$ cat src/rtl/maf_pkg.sv
// maf_pkg: shared format constants and stage payloads for the multiply-add back end.
// Exponents are carried as 11-bit two's complement so exp_in+2 cannot wrap.
// Payload structs are the per-stage register contents of mant_norm_round.
package maf_pkg;

  localparam int FRAC_SP = 23;
  localparam int FRAC_HP = 10;
  localparam int EXP_W   = 11;

  localparam logic [EXP_W-1:0] EXP_MAX_SP = 11'd255;
  localparam logic [EXP_W-1:0] EXP_MAX_HP = 11'd31;

  localparam logic [31:0] QNAN_SP = 32'h7FC0_0000;
  localparam logic [31:0] QNAN_HP = 32'h0000_7E00;

  // Normalized product: leading one sits at n[47] unless the product is zero.
  typedef struct packed {
    logic [47:0]      n;
    logic [EXP_W-1:0] e;
    logic             sign;
    logic             con;
    logic             err;
    logic             zero;
    logic             guard;
    logic             sticky;
  } norm_t;

  // Rounded significand; half results live in frac[9:0].
  typedef struct packed {
    logic [FRAC_SP-1:0] frac;
    logic [EXP_W-1:0]   e;
    logic               sign;
    logic               con;
    logic               err;
    logic               zero;
    logic               inx;
  } rnd_t;

endpackage

$ cat src/rtl/rne_round.sv
// rne_round: round-to-nearest-even of a W-bit fraction given guard and sticky.
// Latency 0 (combinational).
// No flow control; carry_o flags a fraction wrap that bumps the exponent.
module rne_round #(
  parameter int W = 23
) (
  input  logic [W-1:0] frac_i,
  input  logic         guard_i,
  input  logic         sticky_i,
  output logic [W-1:0] frac_o,
  output logic         carry_o,
  output logic         inx_o
);

  logic         rnd_up;
  logic [W:0]   sum;

  // Ties go to the even fraction: only round up on a tie when the lsb is odd.
  assign rnd_up  = guard_i & (sticky_i | frac_i[0]);
  assign sum     = {1'b0, frac_i} + {{W{1'b0}}, rnd_up};
  assign frac_o  = sum[W-1:0];
  assign carry_o = sum[W];
  assign inx_o   = guard_i | sticky_i;

endmodule

$ cat src/rtl/mant_norm_round.sv
// mant_norm_round: normalize, RNE-round and pack a significand product to SP (con=1) or HP.
// Latency 3 cycles from an accepted beat to out_valid, throughput 1 beat/cycle.
// Backpressure: all stages hold while out_valid & !out_ready; in_ready is that advance term.
module mant_norm_round
  import maf_pkg::*;
(
  input  logic        clk,
  input  logic        rst,
  input  logic        valid_in,
  output logic        in_ready,
  input  logic [63:0] P,
  input  logic [9:0]  exp_in,
  input  logic        sign_in,
  input  logic        con,
  input  logic        error,
  output logic        out_valid,
  input  logic        out_ready,
  output logic [31:0] res,
  output logic        ovf,
  output logic        unf,
  output logic        inx,
  output logic        err_out
);

  logic        adv;
  logic        s1_vld_q, s2_vld_q, out_vld_q;
  norm_t       s1_d, s1_q;
  rnd_t        s2_d, s2_q;
  logic [31:0] res_d, res_q;
  logic        ovf_d, ovf_q, unf_d, unf_q, inx_d, inx_q, err_d, err_q;
  logic [47:0] pf;
  logic [10:0] exp_ext;

  logic [FRAC_SP-1:0] sp_frac;
  logic [FRAC_HP-1:0] hp_frac;
  logic               sp_carry, hp_carry, sp_inx, hp_inx;
  logic [10:0]        emax;

  // Bits that never reach a result: upper product bits and the hidden/low normalized bits.
  logic unused_bits;
  assign unused_bits = ^{P[63:48], s1_q.n[47], s1_q.n[23:0]};

  assign adv       = !out_vld_q | out_ready;
  assign in_ready  = adv;
  assign out_valid = out_vld_q;
  assign res       = res_q;
  assign ovf       = ovf_q;
  assign unf       = unf_q;
  assign inx       = inx_q;
  assign err_out   = err_q;

  assign pf      = con ? P[47:0] : {P[21:0], 26'b0};
  assign exp_ext = {exp_in[9], exp_in};

  // Stage 1: align the product so the leading one lands on bit 47, and collect guard/sticky.
  always_comb begin
    s1_d      = '0;
    s1_d.sign = sign_in;
    s1_d.con  = con;
    s1_d.err  = error;
    s1_d.zero = (pf == 48'b0);
    if (pf[47]) begin
      s1_d.n = pf;
      s1_d.e = exp_ext + 11'd1;
    end else begin
      s1_d.n = pf << 1;
      s1_d.e = exp_ext;
    end
    s1_d.guard  = con ? s1_d.n[23] : s1_d.n[36];
    s1_d.sticky = con ? |s1_d.n[22:0] : |s1_d.n[35:0];
  end

  rne_round #(.W(FRAC_SP)) u_rnd_sp (
    .frac_i   (s1_q.n[46:24]),
    .guard_i  (s1_q.guard),
    .sticky_i (s1_q.sticky),
    .frac_o   (sp_frac),
    .carry_o  (sp_carry),
    .inx_o    (sp_inx)
  );

  rne_round #(.W(FRAC_HP)) u_rnd_hp (
    .frac_i   (s1_q.n[46:37]),
    .guard_i  (s1_q.guard),
    .sticky_i (s1_q.sticky),
    .frac_o   (hp_frac),
    .carry_o  (hp_carry),
    .inx_o    (hp_inx)
  );

  // Stage 2: pick the rounded fraction for the format and fold a rounding carry into e.
  always_comb begin
    s2_d      = '0;
    s2_d.sign = s1_q.sign;
    s2_d.con  = s1_q.con;
    s2_d.err  = s1_q.err;
    s2_d.zero = s1_q.zero;
    if (s1_q.con) begin
      s2_d.frac = sp_frac;
      s2_d.e    = s1_q.e + {10'b0, sp_carry};
      s2_d.inx  = sp_inx;
    end else begin
      s2_d.frac = {{(FRAC_SP-FRAC_HP){1'b0}}, hp_frac};
      s2_d.e    = s1_q.e + {10'b0, hp_carry};
      s2_d.inx  = hp_inx;
    end
  end

  assign emax = s2_q.con ? EXP_MAX_SP : EXP_MAX_HP;

  // Stage 3: special cases in priority order, then pack; a bubble yields all-zero outputs.
  always_comb begin
    res_d = '0;
    ovf_d = 1'b0;
    unf_d = 1'b0;
    inx_d = 1'b0;
    err_d = 1'b0;
    if (s2_vld_q) begin
      if (s2_q.err) begin
        res_d = s2_q.con ? QNAN_SP : QNAN_HP;
        err_d = 1'b1;
      end else if (s2_q.zero) begin
        res_d = s2_q.con ? {s2_q.sign, 31'b0} : {16'b0, s2_q.sign, 15'b0};
      end else if ($signed(s2_q.e) >= $signed(emax)) begin
        res_d = s2_q.con ? {s2_q.sign, 8'hFF, 23'b0} : {16'b0, s2_q.sign, 5'h1F, 10'b0};
        ovf_d = 1'b1;
        inx_d = 1'b1;
      end else if ($signed(s2_q.e) <= $signed(11'd0)) begin
        res_d = s2_q.con ? {s2_q.sign, 31'b0} : {16'b0, s2_q.sign, 15'b0};
        unf_d = 1'b1;
        inx_d = 1'b1;
      end else begin
        res_d = s2_q.con ? {s2_q.sign, s2_q.e[7:0], s2_q.frac}
                         : {16'b0, s2_q.sign, s2_q.e[4:0], s2_q.frac[9:0]};
        inx_d = s2_q.inx;
      end
    end
  end

  // All three stages advance together whenever the output slot is empty or being drained.
  always_ff @(posedge clk or negedge rst) begin
    if (!rst) begin
      s1_vld_q  <= 1'b0;
      s2_vld_q  <= 1'b0;
      out_vld_q <= 1'b0;
      s1_q      <= '0;
      s2_q      <= '0;
      res_q     <= '0;
      ovf_q     <= 1'b0;
      unf_q     <= 1'b0;
      inx_q     <= 1'b0;
      err_q     <= 1'b0;
    end else if (adv) begin
      s1_vld_q  <= valid_in;
      s1_q      <= s1_d;
      s2_vld_q  <= s1_vld_q;
      s2_q      <= s2_d;
      out_vld_q <= s2_vld_q;
      res_q     <= res_d;
      ovf_q     <= ovf_d;
      unf_q     <= unf_d;
      inx_q     <= inx_d;
      err_q     <= err_d;
    end
  end

endmodule

$ cat config.mk
export PLATFORM = sky130hd
export DESIGN_NAME = mant_norm_round
export DESIGN_NICKNAME = d
export VERILOG_FILES = /design/src/rtl/maf_pkg.sv /design/src/rtl/rne_round.sv /design/src/rtl/mant_norm_round.sv
export SDC_FILE = /design/constraint.sdc
export NUM_CORES = 1
export LEC_CHECK = 0
export CAP_MARGIN = 10
export CORE_AREA = 2 2 131 133
export DETAILED_ROUTE_END_ITERATION = 8
export DIE_AREA = 0 0 133 135
export GPL_TIMING_DRIVEN = 0
export PLACE_DENSITY = 0.63
export SYNTH_ARGS = -nofsm -noshare
export SYNTH_HDL_FRONTEND = slang
export SYNTH_HIERARCHICAL = 1
export SYNTH_SLANG_ARGS = --single-unit
$ cat constraint.sdc
create_clock -name clk -period 4.1 [get_ports clk]
set_clock_uncertainty 0.2 [all_clocks]
set_input_delay 1.025 -clock clk [delete_from_list [all_inputs] [get_ports clk]]
set_output_delay 1.025 -clock clk [all_outputs]
set_load 0.03 [all_outputs]
## Yosys cells after proc, flatten, opt, wreduce, memory -nomap -nowiden

Cells that the tools add are included.
Widths: inputs -> output; s select.

| cells by class | value |
|---|---|
| add/subtract/negate cells | 5 |
| $mul | 0 |
| divide/modulo/power cells | 0 |
| $lt $le $gt $ge | 2 |
| equality and inequality tests | 0 |
| shift operators | 0 |
| mux-type cells | 31 |
| bitwise gates (word level) | 6 |
| reductions and logical operators | 4 |

Operators with widths:

| kind | number |
|---|---|
| $mux 32 | 8 |
| $mux 58 | 1 |
| $logic_not 48->1 | 1 |
| $mux 48 | 1 |
| $reduce_or 36->1 | 1 |
| $mux 34 | 1 |
| $mux 31 | 1 |
| $add 23x1->24 | 1 |
| $reduce_or 23->1 | 1 |
| $add 11x1->11 | 2 |
| $mux 1 | 18 |
| $add 10x1->11 | 1 |
| $add 10x2->11 const B | 1 |
| $ge 11x9->1 | 1 |
| $le 11x1->1 const B | 1 |
| $mux 8 | 1 |
| $or 1x1->1 | 4 |
| $and 1x1->1 | 2 |
| $logic_not 1->1 | 1 |

| storage, ports and cells | value |
|---|---|
| bits in registers | 142 |
| bits in latches | 0 |
| RAM bits | 0 |
| bits in read-only memories | 0 |
| input bits | 81 |
| output and inout port bits | 38 |
| word-level logic and storage cells | 71 |
| memories kept | 0 |

## Depth between registers and ports, before layout

Gate-level depths: netlist of run 1.

| logic depth | value |
|---|---|
| depth in word-level cells | 6 |
| gate-level depth with buffers | 14 |
| gate-level depth less buffers | 13 |

## Cells and area by module

Netlist of run 1, hierarchy kept.

Modules (own cells, without submodules):

| module | instances | cells an instance | area an instance (sq um) | sequential area each (sq um) |
|---|---|---|---|---|
| mant_norm_round | 1 | 604 | 5820.6 | 2952.8 |
| rne_round at u_rnd_sp | 1 | 72 | 503.0 | 0.0 |
| rne_round at u_rnd_hp | 1 | 23 | 181.4 | 0.0 |

## Worst setup path before layout of run 1

No wires, ideal clock.

| path | value |
|---|---|
| kind | input-to-output |
| start point | input out_ready |
| end point | output in_ready |
| arrival time | 1989 ps |
| data required time | 2875 ps |
| slack | 886 ps |
| stages on the path | 5 |
| path buffers | 3 |
| cell sequence | nor2b_4 -> buf_6 -> inv_4 -> clkbuf_1 -> clkbuf_1 |

| on the way | value |
|---|---|
| cells in the longest elaborated chain, start to end | 1 |

RTL lines:

| element | RTL line | text |
|---|---|---|
| from (decl) | mant_norm_round.sv:17 | `input logic out_ready,` |
| $or 1x1->1 | mant_norm_round.sv:43 | `assign adv = !out_vld_q \| out_ready;` |
| to (decl) | mant_norm_round.sv:10 | `output logic in_ready,` |

No other way between the ends.

## Worst setup path in the final report of run 1

Ends and elaborated chain as after synthesis.

==> flow_summary.toml, run 1 <==
[worst_setup_path]
r2r_cells = 14
cp.required_ps = 2870
critPathMostFrequentCell = "clkdlybuf4s50_1"
cp_max_fo = 25
path_class = "in2out"
end_kind = "output port"
arrival_ps = 2670
crit_chain = "clkdlybuf4s50_1, nor2b_4, buf_6, inv_4, clkdlybuf4s50_1"
worst_path_largest_cell_delay_ps = 730
crit_slowest_cell = "clkdlybuf4s50_1"
critPathLaunchType = "input port"

[clock_network]
hold_buffers = 0
cts_buffers = 17
cts_buffer_depth = 2
cts_root_buf = "clkbuf_16"
cts.clk_slew.worst_paths_ps = 50
clock_latency_ps = 410
cts_sinks = 118
cts_tree = "built"
post_cts_buffers = 0
htreeDepth = 4
ctsResizeCount = 0

[synthesis]
synth-xor-area-share_pct = 6.33
syn-cell-area_mm2 = 0.00650
synth_top_family_by_area = "simple AND/OR/NAND/NOR gates"
yosys.area.top_type_share_pct = 45.4
yosysWarnings = 6
synth_cells = 699
synth_fa_ha_area_share_pct = 2.69
synth.area.top_cells = "dfrtp_1, nand2_1, mux2i_1"
ys_ff_latch = 118
seq_area_frac_synth_pct = 45.4
synth_compound_area_share_pct = 12.6
synth-edff-count = 0
yosysUniqueCellTypes = 57
synth_mux_area_share_pct = 7.60
syn_avg_cell_area_um2 = 9.31
yosys.area_share.simple_pct = 22.1
async_reset_ff_share_pct = 100
yosys_most_used_dff = "dfrtp_1"
synth_fp_nets = 794
synth_top_area_cell = "dfrtp_1"

[routing]
first_pass_iters = 5
via_per_inst = 5.31
ant_nets = 0
initialDrtViolationCount = 345
drc = 0
via_count = 5569
wl_per_cell_um = 16.6
routed_wl_um = 17500

[place]
portBuffers = 100
place_area_mm2 = 0.00781
pre_cts_ws_ps = -579
gp_congestion = 0.912
dp_cells = 1020
hpwl_um = 13400

[run]
drv_cap = 0

[global_routing]
grt_pass1_vias = 5537
grt_max_degree = 78
grt.total_usage_pct = 20.2
grt_overflow = 0
antenna_found_initial = 0
grt_pass1_wl_um = 28800

[pwr]
ir_drop_mv = 0.308
total_leakage_power_nw = 3.56
p_per_area_mw_per_mm2 = 589
finalPower_mw = 4.94

[timing]
hold-worst-slack_ps = 264
finalSetupViolCount = 0
timing.final.ws_setup_ps = 207
hold_violations = 0
max-slew-margin-rel_pct = 57.2
period_minus_slack_ps = 3890
worst_pin_slew_ps = 642
finalCritPeriodShare_pct = 94.9
fmax_ghz = 0.257
rsz0062_at_grt = "false"
tns_ps = 0
report.final.slew_viol_count = 0

[floorplanning]
initial_utilization_pct = 39.6
core_region_area_mm2 = 0.0164
fp.dieW_um = 133
row_count = 47
ios = 119
die-area_mm2 = 0.0180
die_y_um = 135

[finish]
diodes = 0
final_util_pct = 51.2
drive_gt1_share_pct = 9.77
fin_nets = 912
fillers = 1516
stdcell_area_mm2 = 0.00839
layoutNonFillerInstCount = 1049
areaGrowthSynthToFinish_pct = 29.0

[run_status]
status = "completed"

[min_path]
hp-class = "reg2reg"
hold_path_depth = 2
-- routing by layer --
metal  vias up  routed length (um)  global-route usage (%)
met3        15                 959                    4.24
met4         0                 199                    5.50
li1       2709                   -                       -
met2       188                8170                    33.2
met5         -                   0                       0
met1      2657                8120                    27.3
-- synth_stat cells (2+ instances only) --
master,count
nor3_2,5
and2_1,5
nand3b_1,2
dfrtp_1,118
buf_2,8
nand2_1,144
o21ai_1,2
xor2_1,25
and3_1,7
ha_1,14
a21oi_1,27
nand2b_1,2
o21ai_0,55
a22o_1,16
and4_4,2
nor2b_1,3
a221o_1,10
o21a_1,4
clkbuf_1,24
nor4_1,12
mux2_2,15
a31oi_1,2
and4_1,2
nand4_1,15
nand3_1,32
o31ai_1,2
xnor2_1,22
buf_6,4
nor3_1,10
mux2i_1,31
or2_2,2
nor2_1,46
inv_1,4
buf_1,4
-- cells by family (layout without fill, tap and decap cells) --
family                     after synthesis  in the layout
DFF                                    118            118
and+or+nand+nor                        300            300
buffers and inverters                   45            175
muxes                                   47             47
adders and majority gates               14             14
AOI/OAI and AO/OA                      128            128
xor gates and xnor gates                47             47
-- flip-flops by register name, summed over array words and instances, names as in the netlist --
name       flops
unf            1
out_valid      1
s1_vld_q       1
ovf            1
err_out        1
inx            1
s2_vld_q       1
s1_q          40
s2_q          39
res           32
-- final cells by class --
| type | instances | area (um2) | area share (%) |
|---|---|---|---|
| inverters | 5 | 21.3 | 0.253 |
| clock buffers | 20 | 467 | 5.56 |
| clock inverters | 11 | 125 | 1.49 |
| well taps | 220 | 275 | 3.28 |
| multi-input cells | 536 | 3340 | 39.8 |
| repair buffers | 101 | 1030 | 12.3 |
| flip-flops and latches | 118 | 2950 | 35.2 |
| plain buffers | 38 | 183 | 2.18 |
-- cells in the final DEF (no fill, tap or decap), types with 3 or more instances in the layout --
cell               n
a21oi_1           27
nand2_1          144
buf_6              5
nor2b_1            3
clkinvlp_4         5
and3_1             7
a22o_1            16
buf_1              4
o21a_1             4
nand4_1           15
clkbuf_1          22
mux2i_1           31
xor2_1            25
clkbuf_16         17
a221o_1           10
xnor2_1           22
dfrtp_1          118
buf_2              8
nand3_1           32
nor3_2             5
nor3_1            10
nor4_1            12
clkdlybuf4s50_1   99
o21ai_0           55
ha_1              14
clkbuf_8           3
mux2_2            15
nor2_1            46
inv_1              4
and2_1             5
-- final timing paths --
kind / from / to / slack [ps]
min reg2reg: s1_q[3] / s1_q[3] / 260
max in group asynchronous: rst / s2_q[36] / 2680
min in group asynchronous: rst / s1_q[12] / 320
min: s1_q[3] / s1_q[3] / 260
max: out_ready / in_ready / 210
max reg2reg: s1_q[0] / s2_q[15] / 930
-- power breakdown --
part / switching [mW] / internal [mW]
sequential: 0.349 / 1.51
combinational: 0.943 / 0.658
clock: 0.547 / 0.939
-- critical path: cells and delay by family --
family / cells / cell delay [ps]
simple gates: 1 / 50
buf+inv: 4 / 1590
Power figures use the tool's default switching activity.
==> inputs of run 2 (changes only) <==
--- a/config.mk
+++ b/config.mk
@@ -7,6 +7,7 @@
 export LEC_CHECK = 0
 export CAP_MARGIN = 10
 export CORE_AREA = 2 2 131 133
+export CTS_CLUSTER_SIZE = 28
 export DETAILED_ROUTE_END_ITERATION = 8
 export DIE_AREA = 0 0 133 135
 export GPL_TIMING_DRIVEN = 0
==> results of run 2 <==
Same layout as run 1: the final DEF is identical, and so are final timing and power.
